==> config.mk <==
export PLATFORM = sky130hd
export DESIGN_NAME = ahb2apb_multi_bridge_flat
export DESIGN_NICKNAME = d
export VERILOG_FILES = /design/src/rtl/ahb_apb_pkg.sv /design/src/rtl/ahb2apb_multi_bridge_if.sv /design/src/rtl/apb_region_decode.sv /design/src/rtl/ahb2apb_multi_bridge.sv /design/src/flat_wrapper.sv
export SDC_FILE = /design/constraint.sdc
export NUM_CORES = 1
export LEC_CHECK = 0
export BUFFER_PORTS_ARGS = -buffer_cell sky130_fd_sc_hd__buf_2
export CAP_MARGIN = 10
export CORE_UTILIZATION = 39
export DETAILED_ROUTE_END_ITERATION = 6
export PLACE_DENSITY_LB_ADDON = 0.08
export SLEW_MARGIN = 20
export SYNTH_ARGS = -nofsm -noshare
export SYNTH_HDL_FRONTEND = slang
export SYNTH_HIERARCHICAL = 1
export SYNTH_SLANG_ARGS = --single-unit
==> constraint.sdc <==
create_clock -name hclk -period 1.9 [get_ports hclk]
set_clock_uncertainty 0.2 [all_clocks]
set_input_delay 0.095 -clock hclk [delete_from_list [all_inputs] [get_ports hclk]]
set_output_delay 0.095 -clock hclk [all_outputs]
set_load 0.005 [all_outputs]
==> src/rtl/ahb_apb_pkg.sv <==
// Shared encodings for the AHB-Lite to APB4 multi-slave bridge: transfer types,
// response codes, bridge FSM states and a constant-foldable clog2.
package ahb_apb_pkg;

    typedef enum logic [1:0] {
        HTRANS_IDLE   = 2'b00,
        HTRANS_BUSY   = 2'b01,
        HTRANS_NONSEQ = 2'b10,
        HTRANS_SEQ    = 2'b11
    } htrans_e;

    localparam logic HRESP_OKAY  = 1'b0;
    localparam logic HRESP_ERROR = 1'b1;

    typedef enum logic [2:0] {
        ST_IDLE   = 3'd0,
        ST_WDATA  = 3'd1,
        ST_SETUP  = 3'd2,
        ST_ACCESS = 3'd3,
        ST_ERR1   = 3'd4,
        ST_ERR2   = 3'd5
    } state_e;

    function automatic int clog2(input int value);
        int r;
        r = 0;
        for (int i = 0; i < 31; i++) begin
            if ((1 << i) < value) r = i + 1;
        end
        return r;
    endfunction

endpackage

==> src/rtl/ahb2apb_multi_bridge_if.sv <==
// Bus bundle for the bridge: AHB-Lite slave-side signals plus the APB4 cluster.
// The slave modport is the bridge's view; master is the interconnect/peripheral side.
interface ahb2apb_multi_bridge_if #(
    parameter int HADDR_WIDTH = 32,
    parameter int PADDR_WIDTH = 16,
    parameter int DATA_WIDTH  = 32,
    parameter int NUM_SLV     = 4
);
    logic                          hsel;
    logic [HADDR_WIDTH-1:0]        haddr;
    logic [1:0]                    htrans;
    logic                          hwrite;
    logic [2:0]                    hsize;
    logic [DATA_WIDTH-1:0]         hwdata;
    logic                          hready;
    logic                          hreadyout;
    logic                          hresp;
    logic [DATA_WIDTH-1:0]         hrdata;
    logic [NUM_SLV-1:0]            psel;
    logic                          penable;
    logic [PADDR_WIDTH-1:0]        paddr;
    logic                          pwrite;
    logic [DATA_WIDTH-1:0]         pwdata;
    logic [DATA_WIDTH/8-1:0]       pstrb;
    logic [NUM_SLV*DATA_WIDTH-1:0] prdata;
    logic [NUM_SLV-1:0]            pready;
    logic [NUM_SLV-1:0]            pslverr;

    modport slave (
        input  hsel, haddr, htrans, hwrite, hsize, hwdata, hready,
        output hreadyout, hresp, hrdata,
        output psel, penable, paddr, pwrite, pwdata, pstrb,
        input  prdata, pready, pslverr
    );

    modport master (
        output hsel, haddr, htrans, hwrite, hsize, hwdata, hready,
        input  hreadyout, hresp, hrdata,
        input  psel, penable, paddr, pwrite, pwdata, pstrb,
        output prdata, pready, pslverr
    );
endinterface

==> src/rtl/apb_region_decode.sv <==
// Combinational region decode: slave index from the haddr select field, and the
// illegal flag for unmapped regions or transfer sizes wider than the data bus.
module apb_region_decode
    import ahb_apb_pkg::*;
#(
    parameter int HADDR_WIDTH = 32,
    parameter int DATA_WIDTH  = 32,
    parameter int NUM_SLV     = 4,
    parameter int SLV_SEL_LSB = 12,
    parameter int SEL_W       = 2
) (
    input  logic [HADDR_WIDTH-1:0] haddr,
    input  logic [2:0]             hsize,
    output logic [SEL_W-1:0]       index,
    output logic                   illegal
);
    localparam int SIZE_MAX = clog2(DATA_WIDTH / 8);

    logic unused_haddr;
    assign unused_haddr = ^haddr;

    assign index   = haddr[SLV_SEL_LSB +: SEL_W];
    assign illegal = (int'(index) >= NUM_SLV) || (int'(hsize) > SIZE_MAX);
endmodule

==> src/rtl/ahb2apb_multi_bridge.sv <==
// AHB-Lite slave to APB4 master bridge fanning out to NUM_SLV one-hot selected slaves.
// Optional build macro APB_TIMEOUT_EN bounds the ACCESS wait to TIMEOUT_CYCLES.
module ahb2apb_multi_bridge
    import ahb_apb_pkg::*;
#(
    parameter int HADDR_WIDTH    = 32,
    parameter int PADDR_WIDTH    = 16,
    parameter int DATA_WIDTH     = 32,
    parameter int NUM_SLV        = 4,
    parameter int SLV_SEL_LSB    = 12,
    parameter int TIMEOUT_CYCLES = 256
) (
    input logic                   hclk,
    input logic                   hreset,
    ahb2apb_multi_bridge_if.slave bus
);
    localparam int SEL_W  = (NUM_SLV > 1) ? clog2(NUM_SLV) : 1;
    localparam int STRB_W = DATA_WIDTH / 8;
    localparam int LANE_W = clog2(STRB_W);

    state_e                  state_q, state_d;
    logic                    hreadyout_q, hreadyout_d;
    logic                    hresp_q, hresp_d;
    logic [DATA_WIDTH-1:0]   hrdata_q, hrdata_d;
    logic [NUM_SLV-1:0]      psel_q, psel_d;
    logic                    penable_q, penable_d;
    logic [PADDR_WIDTH-1:0]  paddr_q, paddr_d;
    logic                    pwrite_q, pwrite_d;
    logic [DATA_WIDTH-1:0]   pwdata_q, pwdata_d;
    logic [STRB_W-1:0]       pstrb_q, pstrb_d;
    logic [SEL_W-1:0]        index_q, index_d;

    logic                    accept;
    logic [SEL_W-1:0]        dec_index;
    logic                    dec_illegal;
    logic                    sel_ready;
    logic                    sel_err;
    logic [DATA_WIDTH-1:0]   sel_rdata;
    logic                    unused_htrans;

`ifdef APB_TIMEOUT_EN
    localparam int                CNT_W    = clog2(TIMEOUT_CYCLES) + 1;
    localparam logic [CNT_W-1:0]  TMO_LAST = CNT_W'(TIMEOUT_CYCLES - 1);
    logic [CNT_W-1:0]             tmo_cnt_q, tmo_cnt_d;
`else
    logic unused_tmo;
    assign unused_tmo = (TIMEOUT_CYCLES == 0);
`endif

    function automatic logic [NUM_SLV-1:0] slv_onehot(input logic [SEL_W-1:0] idx);
        return NUM_SLV'(1) << idx;
    endfunction

    // Byte lanes covered by the transfer, with the start lane aligned down to the size.
    function automatic logic [STRB_W-1:0] lane_mask(input logic [LANE_W-1:0] lsb,
                                                    input logic [2:0]        size);
        logic [STRB_W-1:0] mask;
        int                bytes;
        int                base;
        bytes = 1 << size;
        base  = int'(lsb) & ~(bytes - 1);
        mask  = '0;
        for (int i = 0; i < STRB_W; i++) begin
            if (i >= base && i < base + bytes) mask[i] = 1'b1;
        end
        return mask;
    endfunction

    apb_region_decode #(
        .HADDR_WIDTH (HADDR_WIDTH),
        .DATA_WIDTH  (DATA_WIDTH),
        .NUM_SLV     (NUM_SLV),
        .SLV_SEL_LSB (SLV_SEL_LSB),
        .SEL_W       (SEL_W)
    ) u_decode (
        .haddr   (bus.haddr),
        .hsize   (bus.hsize),
        .index   (dec_index),
        .illegal (dec_illegal)
    );

    assign accept        = bus.hsel & bus.hready & bus.htrans[1];
    assign unused_htrans = bus.htrans[0];

    // The registered one-hot psel doubles as the response mux select.
    always_comb begin
        sel_ready = 1'b0;
        sel_err   = 1'b0;
        sel_rdata = '0;
        for (int i = 0; i < NUM_SLV; i++) begin
            if (psel_q[i]) begin
                sel_ready = bus.pready[i];
                sel_err   = bus.pslverr[i];
                sel_rdata = bus.prdata[i*DATA_WIDTH +: DATA_WIDTH];
            end
        end
    end

    always_comb begin
        state_d     = state_q;
        hreadyout_d = hreadyout_q;
        hresp_d     = hresp_q;
        hrdata_d    = hrdata_q;
        psel_d      = psel_q;
        penable_d   = penable_q;
        paddr_d     = paddr_q;
        pwrite_d    = pwrite_q;
        pwdata_d    = pwdata_q;
        pstrb_d     = pstrb_q;
        index_d     = index_q;
`ifdef APB_TIMEOUT_EN
        tmo_cnt_d   = tmo_cnt_q;
`endif
        case (state_q)
            ST_IDLE: ;
            ST_WDATA: begin
                pwdata_d = bus.hwdata;
                psel_d   = slv_onehot(index_q);
                state_d  = ST_SETUP;
            end
            ST_SETUP: begin
                penable_d = 1'b1;
                state_d   = ST_ACCESS;
`ifdef APB_TIMEOUT_EN
                tmo_cnt_d = '0;
`endif
            end
            ST_ACCESS: begin
                if (sel_ready) begin
                    psel_d    = '0;
                    penable_d = 1'b0;
                    if (sel_err) begin
                        state_d = ST_ERR1;
                        hresp_d = HRESP_ERROR;
                    end else begin
                        state_d     = ST_IDLE;
                        hreadyout_d = 1'b1;
                        if (!pwrite_q) hrdata_d = sel_rdata;
                    end
                end
`ifdef APB_TIMEOUT_EN
                else if (tmo_cnt_q == TMO_LAST) begin
                    psel_d    = '0;
                    penable_d = 1'b0;
                    state_d   = ST_ERR1;
                    hresp_d   = HRESP_ERROR;
                end else begin
                    tmo_cnt_d = tmo_cnt_q + 1'b1;
                end
`endif
            end
            ST_ERR1: begin
                hreadyout_d = 1'b1;
                state_d     = ST_ERR2;
            end
            ST_ERR2: begin
                hresp_d = HRESP_OKAY;
                state_d = ST_IDLE;
            end
            default: state_d = ST_IDLE;
        endcase

        // Acceptance in IDLE or the second error cycle overrides the default exit.
        if (accept && (state_q == ST_IDLE || state_q == ST_ERR2)) begin
            index_d     = dec_index;
            paddr_d     = bus.haddr[PADDR_WIDTH-1:0];
            pwrite_d    = bus.hwrite;
            pstrb_d     = bus.hwrite ? lane_mask(bus.haddr[LANE_W-1:0], bus.hsize) : '0;
            hreadyout_d = 1'b0;
            hresp_d     = HRESP_OKAY;
            if (dec_illegal) begin
                state_d = ST_ERR1;
                hresp_d = HRESP_ERROR;
            end else if (bus.hwrite) begin
                state_d = ST_WDATA;
            end else begin
                state_d = ST_SETUP;
                psel_d  = slv_onehot(dec_index);
            end
        end
    end

    always_ff @(posedge hclk) begin
        if (hreset) begin
            state_q     <= ST_IDLE;
            hreadyout_q <= 1'b1;
            hresp_q     <= HRESP_OKAY;
            hrdata_q    <= '0;
            psel_q      <= '0;
            penable_q   <= 1'b0;
            paddr_q     <= '0;
            pwrite_q    <= 1'b0;
            pwdata_q    <= '0;
            pstrb_q     <= '0;
            index_q     <= '0;
`ifdef APB_TIMEOUT_EN
            tmo_cnt_q   <= '0;
`endif
        end else begin
            state_q     <= state_d;
            hreadyout_q <= hreadyout_d;
            hresp_q     <= hresp_d;
            hrdata_q    <= hrdata_d;
            psel_q      <= psel_d;
            penable_q   <= penable_d;
            paddr_q     <= paddr_d;
            pwrite_q    <= pwrite_d;
            pwdata_q    <= pwdata_d;
            pstrb_q     <= pstrb_d;
            index_q     <= index_d;
`ifdef APB_TIMEOUT_EN
            tmo_cnt_q   <= tmo_cnt_d;
`endif
        end
    end

    assign bus.hreadyout = hreadyout_q;
    assign bus.hresp     = hresp_q;
    assign bus.hrdata    = hrdata_q;
    assign bus.psel      = psel_q;
    assign bus.penable   = penable_q;
    assign bus.paddr     = paddr_q;
    assign bus.pwrite    = pwrite_q;
    assign bus.pwdata    = pwdata_q;
    assign bus.pstrb     = pstrb_q;
endmodule

==> src/flat_wrapper.sv <==
// flat-port wrapper written by rule: the top's interface ports become plain ports
module ahb2apb_multi_bridge_flat import ahb_apb_pkg::*;
#(
    parameter int HADDR_WIDTH    = 32,
    parameter int PADDR_WIDTH    = 16,
    parameter int DATA_WIDTH     = 32,
    parameter int NUM_SLV        = 4,
    parameter int SLV_SEL_LSB    = 12,
    parameter int TIMEOUT_CYCLES = 256
)
  (hclk, hreset, bus_hsel, bus_haddr, bus_htrans, bus_hwrite, bus_hsize, bus_hwdata, bus_hready, bus_hreadyout, bus_hresp, bus_hrdata, bus_psel, bus_penable, bus_paddr, bus_pwrite, bus_pwdata, bus_pstrb, bus_prdata, bus_pready, bus_pslverr);
  ahb2apb_multi_bridge_if #(.HADDR_WIDTH(HADDR_WIDTH), .PADDR_WIDTH(PADDR_WIDTH), .DATA_WIDTH(DATA_WIDTH), .NUM_SLV(NUM_SLV)) bus_i ();
  input logic hclk;
  input logic hreset;
  input wire logic [$bits(bus_i.hsel)-1:0] bus_hsel;
  input wire logic [$bits(bus_i.haddr)-1:0] bus_haddr;
  input wire logic [$bits(bus_i.htrans)-1:0] bus_htrans;
  input wire logic [$bits(bus_i.hwrite)-1:0] bus_hwrite;
  input wire logic [$bits(bus_i.hsize)-1:0] bus_hsize;
  input wire logic [$bits(bus_i.hwdata)-1:0] bus_hwdata;
  input wire logic [$bits(bus_i.hready)-1:0] bus_hready;
  output wire logic [$bits(bus_i.hreadyout)-1:0] bus_hreadyout;
  output wire logic [$bits(bus_i.hresp)-1:0] bus_hresp;
  output wire logic [$bits(bus_i.hrdata)-1:0] bus_hrdata;
  output wire logic [$bits(bus_i.psel)-1:0] bus_psel;
  output wire logic [$bits(bus_i.penable)-1:0] bus_penable;
  output wire logic [$bits(bus_i.paddr)-1:0] bus_paddr;
  output wire logic [$bits(bus_i.pwrite)-1:0] bus_pwrite;
  output wire logic [$bits(bus_i.pwdata)-1:0] bus_pwdata;
  output wire logic [$bits(bus_i.pstrb)-1:0] bus_pstrb;
  input wire logic [$bits(bus_i.prdata)-1:0] bus_prdata;
  input wire logic [$bits(bus_i.pready)-1:0] bus_pready;
  input wire logic [$bits(bus_i.pslverr)-1:0] bus_pslverr;
  assign bus_i.hsel = bus_hsel;
  assign bus_i.haddr = bus_haddr;
  assign bus_i.htrans = bus_htrans;
  assign bus_i.hwrite = bus_hwrite;
  assign bus_i.hsize = bus_hsize;
  assign bus_i.hwdata = bus_hwdata;
  assign bus_i.hready = bus_hready;
  assign bus_hreadyout = bus_i.hreadyout;
  assign bus_hresp = bus_i.hresp;
  assign bus_hrdata = bus_i.hrdata;
  assign bus_psel = bus_i.psel;
  assign bus_penable = bus_i.penable;
  assign bus_paddr = bus_i.paddr;
  assign bus_pwrite = bus_i.pwrite;
  assign bus_pwdata = bus_i.pwdata;
  assign bus_pstrb = bus_i.pstrb;
  assign bus_i.prdata = bus_prdata;
  assign bus_i.pready = bus_pready;
  assign bus_i.pslverr = bus_pslverr;
  ahb2apb_multi_bridge #(.HADDR_WIDTH(HADDR_WIDTH), .PADDR_WIDTH(PADDR_WIDTH), .DATA_WIDTH(DATA_WIDTH), .NUM_SLV(NUM_SLV), .SLV_SEL_LSB(SLV_SEL_LSB), .TIMEOUT_CYCLES(TIMEOUT_CYCLES)) u_core (.hclk(hclk), .hreset(hreset), .bus(bus_i));
endmodule
==> impl_metrics.yaml <==
outcome:
  status: "complete, but fails checks"
  violations: "negative setup slack"
layout:
  mostFrequentLayoutCell: "buf_2"
  final_area_um2: 8300
  final.fill_count: 1188
  final_cell_mix: "buf_2 (283), nand2_1 (143), a21oi_1 (124)"
  drive_above_1_share_pct: 38.5
  antennaDiodeCount: 0
  area_delta_synth_final_pct: 54.9
  utilization_pct: 62.4
  nNetsFinal: 1248
timing:
  tightest_slew_ns: 0.560
  maxSlewViolCount: 0
  fin_crit_sh_pct: 111
  period_minus_slack_ns: 2.10
  finalSetupViolations: 32
  rsz0062_at_grt: "yes"
  finalHoldViolCount: 0
  tns_ns: -6.12
  timing.fmax_ghz: 0.475
  setup_ws_ns: -0.204
  max_slew_margin_pct: 62.6
setup_path:
  endpoint_kind: "register"
  slowest_delay_ns: 0.44
  critical_path.top_delay_family: "compound AO/OA/AOI/OAI gates"
  critPathMaxFanout: 16
  required_ns: 1.93
  crit_type: "register to register"
  crit_chain: "nand3b_1, a211o_1, a2111o_2, buf_12, mux2_4"
  slowest_stage: "a2111o_2"
  crit_buf_inv: 1
  cp-start-kind: "register"
  cp.arrival_ns: 2.13
floorplan:
  die_w_um: 119
  dieHeight_um: 119
  core_area_um2: 13300
  num_rows: 42
  ios: 302
  dieArea_um2: 14200
  initial_core_util_pct: 40.3
logic_synthesis:
  ys_warn_count: 6
  synth_ff_type: "dfxtp_1"
  synth.distinct_cells: 46
  synth_top_family_by_area: "compound AO/OA/AOI/OAI gates"
  yosys.area_share.simple_pct: 22.7
  synth_area_leader_cell: "dfxtp_1"
  syn-instance-count: 675
  synth_nets: 886
  synthAdderAreaFrac_pct: 0.234
  ys_top_cells_by_area: "dfxtp_1 (36%), a21oi_1 (12%), nand2_1 (10%), mux2_4 (8.4%), a221o_1 (6.2%)"
  synth_top_cell_area_share_pct: 36.2
  synth.area.mux_share_pct: 9.43
  yosysSeqAreaShare_pct: 36.2
  postSynthAreaPerCell_um2: 7.94
  synthArstFlopShare_pct: 0
  synth_edf_count: 0
  synth-seq-cells: 97
  netlist_area_um2: 5360
  synth_xor_xnor_area_share_pct: 0.817
  synth_compound_gate_area_share_pct: 22.9
power_and_ir_drop:
  clkPwrFrac_pct: 39.8
  pwr-share-comb_pct: 13.9
  swShare_pct: 24.9
  leakagePower_uw: 0.00383
  ir_worst_vdd_mv: 0.541
  power_switching_uw: 1110
  intPower_uw: 3360
  power.share.sequential_pct: 46.2
  power.density_nw_per_um2: 538
clock_network:
  cts_root_buf: "clkbuf_16"
  clkSlewWorstSetupHoldPaths_ns: 0.07
  cts.htree.levels: 3
  cts_made_buffers: 9
  post_cts_buffers: 0
  cts_sinks: 97
  clk_latency_ns: 0.34
  clock_path_buffers: 2
  cts_tree: "done"
min_path:
  hold_path.class: "input pin to register"
global_routing:
  grt_max_degree: 54
  grt-ovfl-total: 0
  grt_pass1_vias: 6206
  grt_usage_pct: 25.8
  grt_first_pass_wirelength_mm: 29.5
  antenna_found_initial: 0
place:
  dp_hpwl_mm: 12.6
  pre_cts_ws_ns: -0.206
  place.gp.congestion: 0.840
  port_buffers: 284
  placed_cell_area_um2: 7160
routing:
  drtIter0Drc: 284
  totalWireLength_mm: 18.7
  avgViaCountPerCell: 5.11
  drtAntennaViolNets: 0
  drc: 0
  drt_pre_antenna_iters: 5
  wl_per_cell_um: 15.4
  vias: 6230
flow_run:
  drv_cap: 0
[layout make-up]
class,instances,area [µm²],share of cell area (%)
tap,176,220,2.65
sequential,97,1950,23.5
clock inverter,6,50.0,0.603
multi-input combinational,480,3060,36.9
inverter,37,139,1.67
clock buffer,10,239,2.88
timing repair buffer,412,2650,31.9
[power groups by stage]
stage / clock network, µW / registers [µW] / logic, µW
floorplan: 0 / 2110 / 181
global placement: 0 / 2110 / 477
detailed placement: 0 / 2110 / 486
CTS: 1820 / 2070 / 614
global route: 1900 / 2070 / 679
finish: 1780 / 2070 / 623
[registers in the layout, indices dropped and copies added (netlist names)]
name                  flops
u_core/bus.hrdata        32
u_core/bus.pwdata        32
u_core/state_q            3
u_core/bus.penable        1
u_core/bus.hreadyout      1
u_core/bus.pwrite         1
u_core/bus.hresp          1
u_core/bus.pstrb          4
u_core/bus.psel           4
u_core/index_q            2
u_core/bus.paddr         16
[what timing repair did]
| action | in CTS | in global routing |
|---|---|---|
| pin swaps | 2 | 3 |
| cloned | 1 | 0 |
| setup endpoints to repair | 34 | 36 |
| hold endpoints to repair | 84 | 0 |
| gates resized for setup | 3 | 8 |
| hold buffers | 78 | 0 |
[worst reg2reg max path, cell delays in order (launching register included)]
cell and delay, ns:
dfxtp_2 0.36, nand3b_1 0.19, a211o_1 0.29, a2111o_2 0.44, buf_12 0.20, mux2_4 0.31
[synth_stat cells, types with 5 or more instances]
| master | n |
|---|---|
| nor2b_1 | 36 |
| a211oi_1 | 8 |
| o21ai_0 | 5 |
| nor2_1 | 7 |
| a21oi_1 | 124 |
| mux2_4 | 30 |
| buf_2 | 6 |
| inv_1 | 37 |
| buf_1 | 7 |
| a221o_1 | 33 |
| clkbuf_1 | 42 |
| nor3_1 | 5 |
| dfxtp_1 | 97 |
| nand2_1 | 143 |
| nand3b_1 | 37 |
[cells by family after synthesis]
logic type               Yosys count
adder cells (fa/ha/maj)            1
XOR/XNOR                           5
multiplexers                      35
AO/OA/AOI/OAI                    193
buffers and inverters             98
AND/OR/NAND/NOR                  246
flip-flops                        97
[per-layer routing]
metal	track usage, %	vias to the layer above	part of all wire (%)
met2	45.5	252	49
li1	-	3060	-
met3	4.60	33	6.4
met5	0	-	0
met4	11.2	0	2.6
met1	30.4	2885	42
[stage by stage]
step                power (µW)  cells  hold slack (ns)
floorplan                 2290    675           0.0310
global placement          2590   1123            0.135
detailed placement        2600   1123            0.141
CTS                       4500   1218          0.00815
global route              4650   1218           0.0320
finish                    4470   1218           0.0119
[final timing paths]
path	slack, ns	endpoint	start	cells past startpoint
setup / recovery	-0.20	u_core/bus.hrdata[11]	u_core/bus.psel[1]	5
hold / removal	0.01	u_core/bus.hrdata[3]	bus_prdata[99]	4
setup reg to reg	-0.20	u_core/bus.hrdata[11]	u_core/bus.psel[1]	5
hold reg to reg	0.25	u_core/bus.pwdata[1]	u_core/bus.pwdata[1]	2
No activity file was read; power rests on OpenSTA's default activity.
